### config.mk
export PLATFORM = sky130hd
export DESIGN_NAME = mac_dot_seq
export DESIGN_NICKNAME = d
export VERILOG_FILES = /design/src/rtl/mac_dot_seq.sv
export SDC_FILE = /design/constraint.sdc
export NUM_CORES = 1
export LEC_CHECK = 0
export CORE_MARGIN = 1.5
export CORE_UTILIZATION = 48
export DETAILED_ROUTE_END_ITERATION = 6
export PLACE_DENSITY = 0.85
export SYNTH_ARGS = -nofsm -noshare
export SYNTH_HDL_FRONTEND = slang
export SYNTH_SLANG_ARGS = --single-unit
export TNS_END_PERCENT = 10
### constraint.sdc
create_clock -name clk -period 4.5 [get_ports clk]
set_input_delay 1.125 -clock clk [delete_from_list [all_inputs] [get_ports clk]]
set_output_delay 1.125 -clock clk [all_outputs]
set_load 0.02 [all_outputs]
### src/rtl/mac_dot_seq.sv
// mac_dot_seq: drives a single multiply-accumulate unit through one dot product,
// result = bias + sum(x[i]*w[i]) for i in [0, len).
// Operand pairs come from two synchronous-read RAMs. Each term is split into a
// fetch, an addend beat, a multiplicand beat and a bounded wait for the MAC
// result. The MAC result is fed back as the addend of the next term.
module mac_dot_seq #(
  parameter int N       = 32,
  parameter int AW      = 10,
  parameter int TIMEOUT = 64
) (
  input  logic          clk,
  input  logic          rst,
  input  logic          start,
  input  logic [AW:0]   len,
  input  logic [31:0]   bias,
  output logic          busy,
  output logic          done,
  output logic          err,
  output logic [31:0]   result,
  output logic          x_rd_en,
  output logic          w_rd_en,
  output logic [AW-1:0] x_addr,
  output logic [AW-1:0] w_addr,
  input  logic [N-1:0]  x_rd_data,
  input  logic [N-1:0]  w_rd_data,
  output logic          mac_ce,
  output logic          mac_addend_vld,
  output logic [31:0]   mac_addend_din,
  output logic          mac_multiplicand_vld,
  output logic [N-1:0]  mac_multiplicand_din,
  output logic [N-1:0]  mac_multiplier_din,
  input  logic [31:0]   mac_dout,
  input  logic          mac_dout_vld
);

  // Wide enough to hold TIMEOUT-1 without wrapping during the compare.
  localparam int TW = $clog2(TIMEOUT + 1);

  typedef enum logic [2:0] {
    S_IDLE,
    S_FETCH,
    S_ADD,
    S_MUL,
    S_WAIT,
    S_FIN,
    S_ERR
  } state_t;

  state_t          state_reg;
  logic [31:0]     acc_reg;
  logic [AW-1:0]   idx_reg;
  // Index of the last term (len-1); len==0 never reaches a compare against it.
  logic [AW-1:0]   last_idx_reg;
  logic [TW-1:0]   timer_reg;

  logic            busy_reg;
  logic            done_reg;
  logic            err_reg;
  logic [31:0]     result_reg;
  logic            rd_en_reg;
  logic [AW-1:0]   addr_reg;
  logic            addend_vld_reg;
  logic [31:0]     addend_din_reg;
  logic            mcand_vld_reg;
  logic [N-1:0]    mcand_reg;
  logic [N-1:0]    mult_reg;

  logic            last_term;
  logic            timer_expired;

  assign last_term     = (idx_reg == last_idx_reg);
  assign timer_expired = (timer_reg == TW'(TIMEOUT - 1));

  // Sequencer FSM: strobes are registered on entry to the state that owns them,
  // so rd_en is high during FETCH, addend_vld during ADD and multiplicand_vld
  // during MUL; done/result/err appear the cycle after FIN/ERR.
  always_ff @(posedge clk) begin
    if (rst) begin
      state_reg      <= S_IDLE;
      acc_reg        <= '0;
      idx_reg        <= '0;
      last_idx_reg   <= '0;
      timer_reg      <= '0;
      busy_reg       <= 1'b0;
      done_reg       <= 1'b0;
      err_reg        <= 1'b0;
      result_reg     <= '0;
      rd_en_reg      <= 1'b0;
      addr_reg       <= '0;
      addend_vld_reg <= 1'b0;
      addend_din_reg <= '0;
      mcand_vld_reg  <= 1'b0;
      mcand_reg      <= '0;
      mult_reg       <= '0;
    end else begin
      // One-cycle strobes default low; the owning state raises them.
      rd_en_reg      <= 1'b0;
      addend_vld_reg <= 1'b0;
      mcand_vld_reg  <= 1'b0;
      done_reg       <= 1'b0;

      case (state_reg)
        S_IDLE: begin
          if (start) begin
            last_idx_reg <= AW'(len - 1'b1);
            acc_reg      <= bias;
            idx_reg      <= '0;
            err_reg      <= 1'b0;
            busy_reg     <= 1'b1;
            if (len == '0) begin
              state_reg <= S_FIN;
            end else begin
              state_reg <= S_FETCH;
              rd_en_reg <= 1'b1;
              addr_reg  <= '0;
            end
          end else begin
            // busy stays up through the done cycle and drops here.
            busy_reg <= 1'b0;
          end
        end

        S_FETCH: begin
          // RAM data for idx arrives during ADD.
          addend_vld_reg <= 1'b1;
          addend_din_reg <= acc_reg;
          state_reg      <= S_ADD;
        end

        S_ADD: begin
          mcand_reg     <= x_rd_data;
          mult_reg      <= w_rd_data;
          mcand_vld_reg <= 1'b1;
          state_reg     <= S_MUL;
        end

        S_MUL: begin
          timer_reg <= '0;
          state_reg <= S_WAIT;
        end

        S_WAIT: begin
          timer_reg <= timer_reg + 1'b1;
          // A result arriving on the timeout cycle still counts as success.
          if (mac_dout_vld) begin
            acc_reg <= mac_dout;
            if (last_term) begin
              state_reg <= S_FIN;
            end else begin
              idx_reg   <= idx_reg + 1'b1;
              addr_reg  <= idx_reg + 1'b1;
              rd_en_reg <= 1'b1;
              state_reg <= S_FETCH;
            end
          end else if (timer_expired) begin
            state_reg <= S_ERR;
          end
        end

        S_FIN: begin
          result_reg <= acc_reg;
          done_reg   <= 1'b1;
          state_reg  <= S_IDLE;
        end

        S_ERR: begin
          // Report the partial sum accumulated before the stall.
          err_reg    <= 1'b1;
          result_reg <= acc_reg;
          done_reg   <= 1'b1;
          state_reg  <= S_IDLE;
        end

        default: begin
          state_reg <= S_IDLE;
        end
      endcase
    end
  end

  assign busy                 = busy_reg;
  assign done                 = done_reg;
  assign err                  = err_reg;
  assign result               = result_reg;
  assign x_rd_en              = rd_en_reg;
  assign w_rd_en              = rd_en_reg;
  assign x_addr               = addr_reg;
  assign w_addr               = addr_reg;
  assign mac_ce               = busy_reg;
  assign mac_addend_vld       = addend_vld_reg;
  assign mac_addend_din       = addend_din_reg;
  assign mac_multiplicand_vld = mcand_vld_reg;
  assign mac_multiplicand_din = mcand_reg;
  assign mac_multiplier_din   = mult_reg;

endmodule

## Word-level counts from Yosys, hierarchy flattened

Cells that the tools add are included.

- Logic and storage cells: 72
- Memories: 0
- Register bits after elaboration: 206
- Memory bits (writable): 0
- Memory bits (read-only): 0
- Latch bits: 0
- Bits of input ports: 143

- Multipliers: 0
- Reductions and logical operators: 12
- Bitwise operators: 0
- Shift-type cells: 0
- Add/subtract/negate cells: 3
- Div/mod/pow operators: 0
- Order comparisons: 0
- Equal/unequal tests: 13
- Muxes and demuxes: 28

Operators with widths:

| cell | count |
|---|---|
| two-way mux 32 bit | 2 |
| one-hot mux 32 bit (2 select lines) | 1 |
| two-way mux 10 bit | 5 |
| one-hot mux 10 bit (2 select lines) | 2 |
| two-way mux 3 bit | 5 |
| one-hot mux 3 bit (5 select lines) | 1 |
| one-hot mux 7 bit (2 select lines) | 1 |
| logical NOT 11 bit | 1 |
| adder 10 x 1 -> 10 bit (second input constant) | 1 |
| equality test 10 bit | 1 |
| subtractor 10 x 1 -> 10 bit (second input constant) | 1 |
| equality test 3 bit (second input constant) | 3 |
| two-way mux 1 bit | 9 |
| inequality test 2 bit (second input constant) | 4 |
| adder 7 x 1 -> 7 bit (second input constant) | 1 |
| equality test 7 x 6 -> 1 bit (second input constant) | 1 |
| equality test 3 x 2 -> 1 bit (second input constant) | 2 |
| AND reduction 2 bit | 3 |
| nonzero test 2 bit | 3 |
| AND reduction 5 bit | 1 |
| one-hot mux 1 bit (2 select lines) | 2 |
| AND reduction 4 bit | 1 |
| equality test 3 x 1 -> 1 bit (second input constant) | 1 |
| logical NOT 3 bit | 1 |
| other kinds (3) | 3 |

## Depth between registers and ports, before layout

- Depth after elaboration: 4
- Mapped depth: 9
- Mapped depth without buffers: 6

## Worst setup path after synthesis

OpenSTA, ideal clock, no wires.

- Path kind: input to register
- Start: input len[4]
- End: register addr_reg[7] (netlist: w_addr[7])
- Buffers on the path: 0
- Required time: 4426 ps
- Arrival: 2374 ps
- Library setup time: 74 ps
- Stages: 4
- Slack: 2052 ps
- Cells stage by stage: or4_1 > o31ai_2 > nor2_1 > o21ai_0

- Cells in the longest elaborated chain, start to end: 3

Ends and longest elaborated chain:

| what | RTL line | source |
|---|---|---|
| start: declaration | 14 | `input logic [AW:0] len,` |
| logical NOT 11 bit | 110 | `if (len == '0) begin` |
| inequality test 2 bit (no source line) | - |  |
| AND reduction 5 bit (no source line) | - |  |
| end signal: assignment | 151 | `addr_reg <= idx_reg + 1'b1;` |
| end: declaration | 61 | `logic [AW-1:0] addr_reg;` |

No other way between the ends.
A chain may end at the register's enable or synchronous reset.

## Worst setup path after layout

- Start: register state_reg[2]
- End: register idx_reg[5]

- Cells in the longest elaborated chain, start to end: 3
- Elaborated cells on any way between the ends: 8
- Classes of those cells: eq/ne: 4; mux: 1; reduce/logical: 3

Ends and longest elaborated chain:

| what | RTL line | source |
|---|---|---|
| start: declaration | 49 | `state_t state_reg;` |
| start signal: assignment | 79 | `state_reg <= S_IDLE;` |
| start signal: assignment | 111 | `state_reg <= S_FIN;` |
| start signal: assignment | 113 | `state_reg <= S_FETCH;` |
| equality test 3 bit / logical NOT 3 bit (equally long branches) | 102 | `case (state_reg)` |
| inequality test 2 bit (no source line) / nonzero test 2 bit (equally long branches) | - |  |
| AND reduction 4 bit (no source line) | - |  |
| end signal: assignment | 150 | `idx_reg <= idx_reg + 1'b1;` |
| end: declaration | 51 | `logic [AW-1:0] idx_reg;` |

Several ways; a longest one is shown, not always the timed one.

==> flow_summary.json <==
{
  "outcome": "finished, final reports clean",
  "p_per_area_nw_per_um2": 383,
  "critPathRequiredTime_ns": 4.93,
  "synth_compound_area_share_pct": 16.4,
  "synthesis.area_sq_um": 8180,
  "drive_gt1_share_pct": 4.78,
  "initial_core_util_pct": 49.2,
  "routedWlPerCell_um": 16.4,
  "p_leak_uw": 0.00416,
  "dieArea_sq_um": 17800,
  "setup_viol": 0,
  "hold_start": "result[26]",
  "grt_pass1_vias": 7606,
  "rsz0062_at_grt": "false",
  "cts_setup_buffers": 0,
  "grt_pass1_wl_um": 38900,
  "hold_violations": 0,
  "r2r_start": "state_reg[2]",
  "place_inst": 1476,
  "drt-pass1-iter-count": 6,
  "cts_resized": 0,
  "synth-edff-count": 0,
  "stdcell_count": 1517,
  "synth_top_area_share_pct": 50.4,
  "htreeDepth": 1,
  "ys_warn_count": 0,
  "endpoint_kind": "flip-flop",
  "ys_seq_area_share_pct": 50.4,
  "drtAntennaViolNets": 0,
  "whs_endpoint": "result[26]",
  "yosys-top-cells-count": "nand2_1 (331), dfxtp_1 (206), a21oi_1 (151)",
  "synth_top_family_by_area": "simple AND/OR/NAND/NOR gates",
  "worst-r2r-cell-count": 5,
  "synth_cells": 1041,
  "clock_path_buffers": 3,
  "worstPathMaxFanout": 47,
  "place.gp.congestion": 0.827,
  "clk_latency_ns": 0.50,
  "setup_tns_ns": 0,
  "num-fill-cells": 1327,
  "slew_viol_final": 0,
  "final_core_util_pct": 71.3,
  "total_power_uw": 4550,
  "yosys_register_bits": 206,
  "synth.area.top_cells": "dfxtp_1 (50%), nand2_1 (15%), a21oi_1 (9.2%)",
  "clk_pin_slew_ns": 0.06,
  "skew_ns": 0.0104,
  "min_period_over_period_pct": 65.2,
  "drc": 0,
  "syn_to_final_growth_pct": 45.0,
  "hpwlAfterDp_um": 17000,
  "drtIter0Drc": 514,
  "antenna_cells": 0,
  "vdd.ir_drop.worst_mv": 0.286,
  "die_w_um": 134,
  "clock-root-buffer": "clkbuf_16",
  "io_pins": 299,
  "synth_cell_type_count": 42,
  "core_area_sq_um": 16600,
  "track_usage_pct": 26.9,
  "crit_path_start_kind": "flip-flop",
  "max_freq_ghz": 0.341,
  "grt_max_degree": 100,
  "row_count": 47,
  "cts_hold_buffers": 0,
  "avgViaCountPerCell": 5.36,
  "cts_inserted_buffers": 23,
  "crit_type": "reg2reg",
  "grt-ovfl-total": 0,
  "antenna_found_initial": 0,
  "io_buffers": 298,
  "period_needed_ns": 2.94,
  "synth-simple-area-share_pct": 24.3,
  "min_path_type": "reg2reg",
  "maxCapViolations": 0,
  "arrival_ns": 3.36,
  "nets": 1428,
  "die_h_um": 134,
  "hold_depth": 2,
  "vias": 8137,
  "syn-num-nets": 1188,
  "worstReg2RegEnd": "idx_reg[5]",
  "yosysTopAreaCell": "dfxtp_1",
  "max-slew-margin-rel_pct": 24.1,
  "synthAdderAreaFrac_pct": 0.612,
  "cts.sinks": 206,
  "tightest_slew_ns": 1.14,
  "synth-xor-area-share_pct": 2.57,
  "wirelength_um": 24900,
  "avgSynthCellArea_sq_um": 7.86,
  "synth_ff_type": "dfxtp_1",
  "tritoncts": "done",
  "r2r_slack_ns": 1.56,
  "yosys-mux-area-fraction_pct": 0.138,
  "synth_most_common_cell": "nand2_1",
  "async_flop_share_pct": 0
}
## where the power goes
part	internal (uW)	switching, uW
clock network	1140	723
logic	313	372
registers	1930	72.9
## worst max-delay path, cell delays in order (launching register included)
cell and delay [ns]:
dfxtp_1 0.85, or3b_4 0.70, nor4_2 0.37, nand3_1 0.42
a31o_2 0.38, a21oi_1 0.11
## worst max path at each step
stage	from	endpoint	slack (ns)	cells past startpoint
after detailed placement	mac_dout_vld	acc_reg[28]	1.28	6
after CTS	state_reg[2]	idx_reg[5]	1.59	5
final	state_reg[2]	idx_reg[5]	1.56	5
after global routing	state_reg[2]	idx_reg[5]	1.38	5
after floorplan	len[4]	w_addr[7]	2.05	4
after global placement	len[4]	w_addr[8]	1.39	5
## metrics by stage
| stage | hold WS [ns] | instance area, sq um | setup slack (ns) |
|---|---|---|---|
| 2_1_floorplan | 0.441 | 8180 | 2.05 |
| 3_3_place_gp | 0.440 | 11100 | 1.39 |
| 3_5_place_dp | 0.446 | 11100 | 1.28 |
| 4_1_cts | 0.453 | 11900 | 1.59 |
| 5_1_grt | 0.465 | 11900 | 1.38 |
| 6_report | 0.452 | 11900 | 1.56 |
## placed cells by master, fill, tap and decap left out, types with 3 or more instances in the layout
cell type	instances
nor3_1	11
nand4_1	6
nor2_2	3
nor2_1	60
o21ai_0	19
a211oi_1	11
buf_4	10
nand2_1	331
or3_1	3
ha_1	4
and3_1	4
dfxtp_1	206
xnor2_1	11
xor2_1	13
a311oi_1	35
nand2b_1	13
a21oi_1	151
clkdlybuf4s50_1	297
nor4_1	10
clkbuf_1	4
clkbuf_16	23
clkbuf_8	5
nand3_1	14
o31ai_1	5
or4_1	6
clkinv_2	5
inv_1	8
o21ai_1	3
## area by class of cell
cell class	count	area (sq um)	share of cell area (%)
clock inverters	9	103	0.865
multi-input cells	734	3610	30.5
repair buffers	308	3060	25.8
inverters	8	30.0	0.253
well taps	220	275	2.32
clock buffers	32	659	5.56
flip-flops and latches	206	4120	34.8
## metal layers
layer	GRT usage [%]	up-vias	wire length (um)
met4	10.7	0	971
met2	46.2	378	12200
met3	5.37	70	1970
met1	33.3	3737	9840
li1	-	3952	-
met5	0	-	0
## cell families (layout without fill, tap and decap cells)
logic type      after synthesis  count (layout)
simple gates                476             476
xor+xnor                     24              24
buf+inv                     101             357
compound gates              229             229
fa+ha+maj                     4               4
mux                           1               1
flops                       206             206
(Power assumes the default switching activity.)
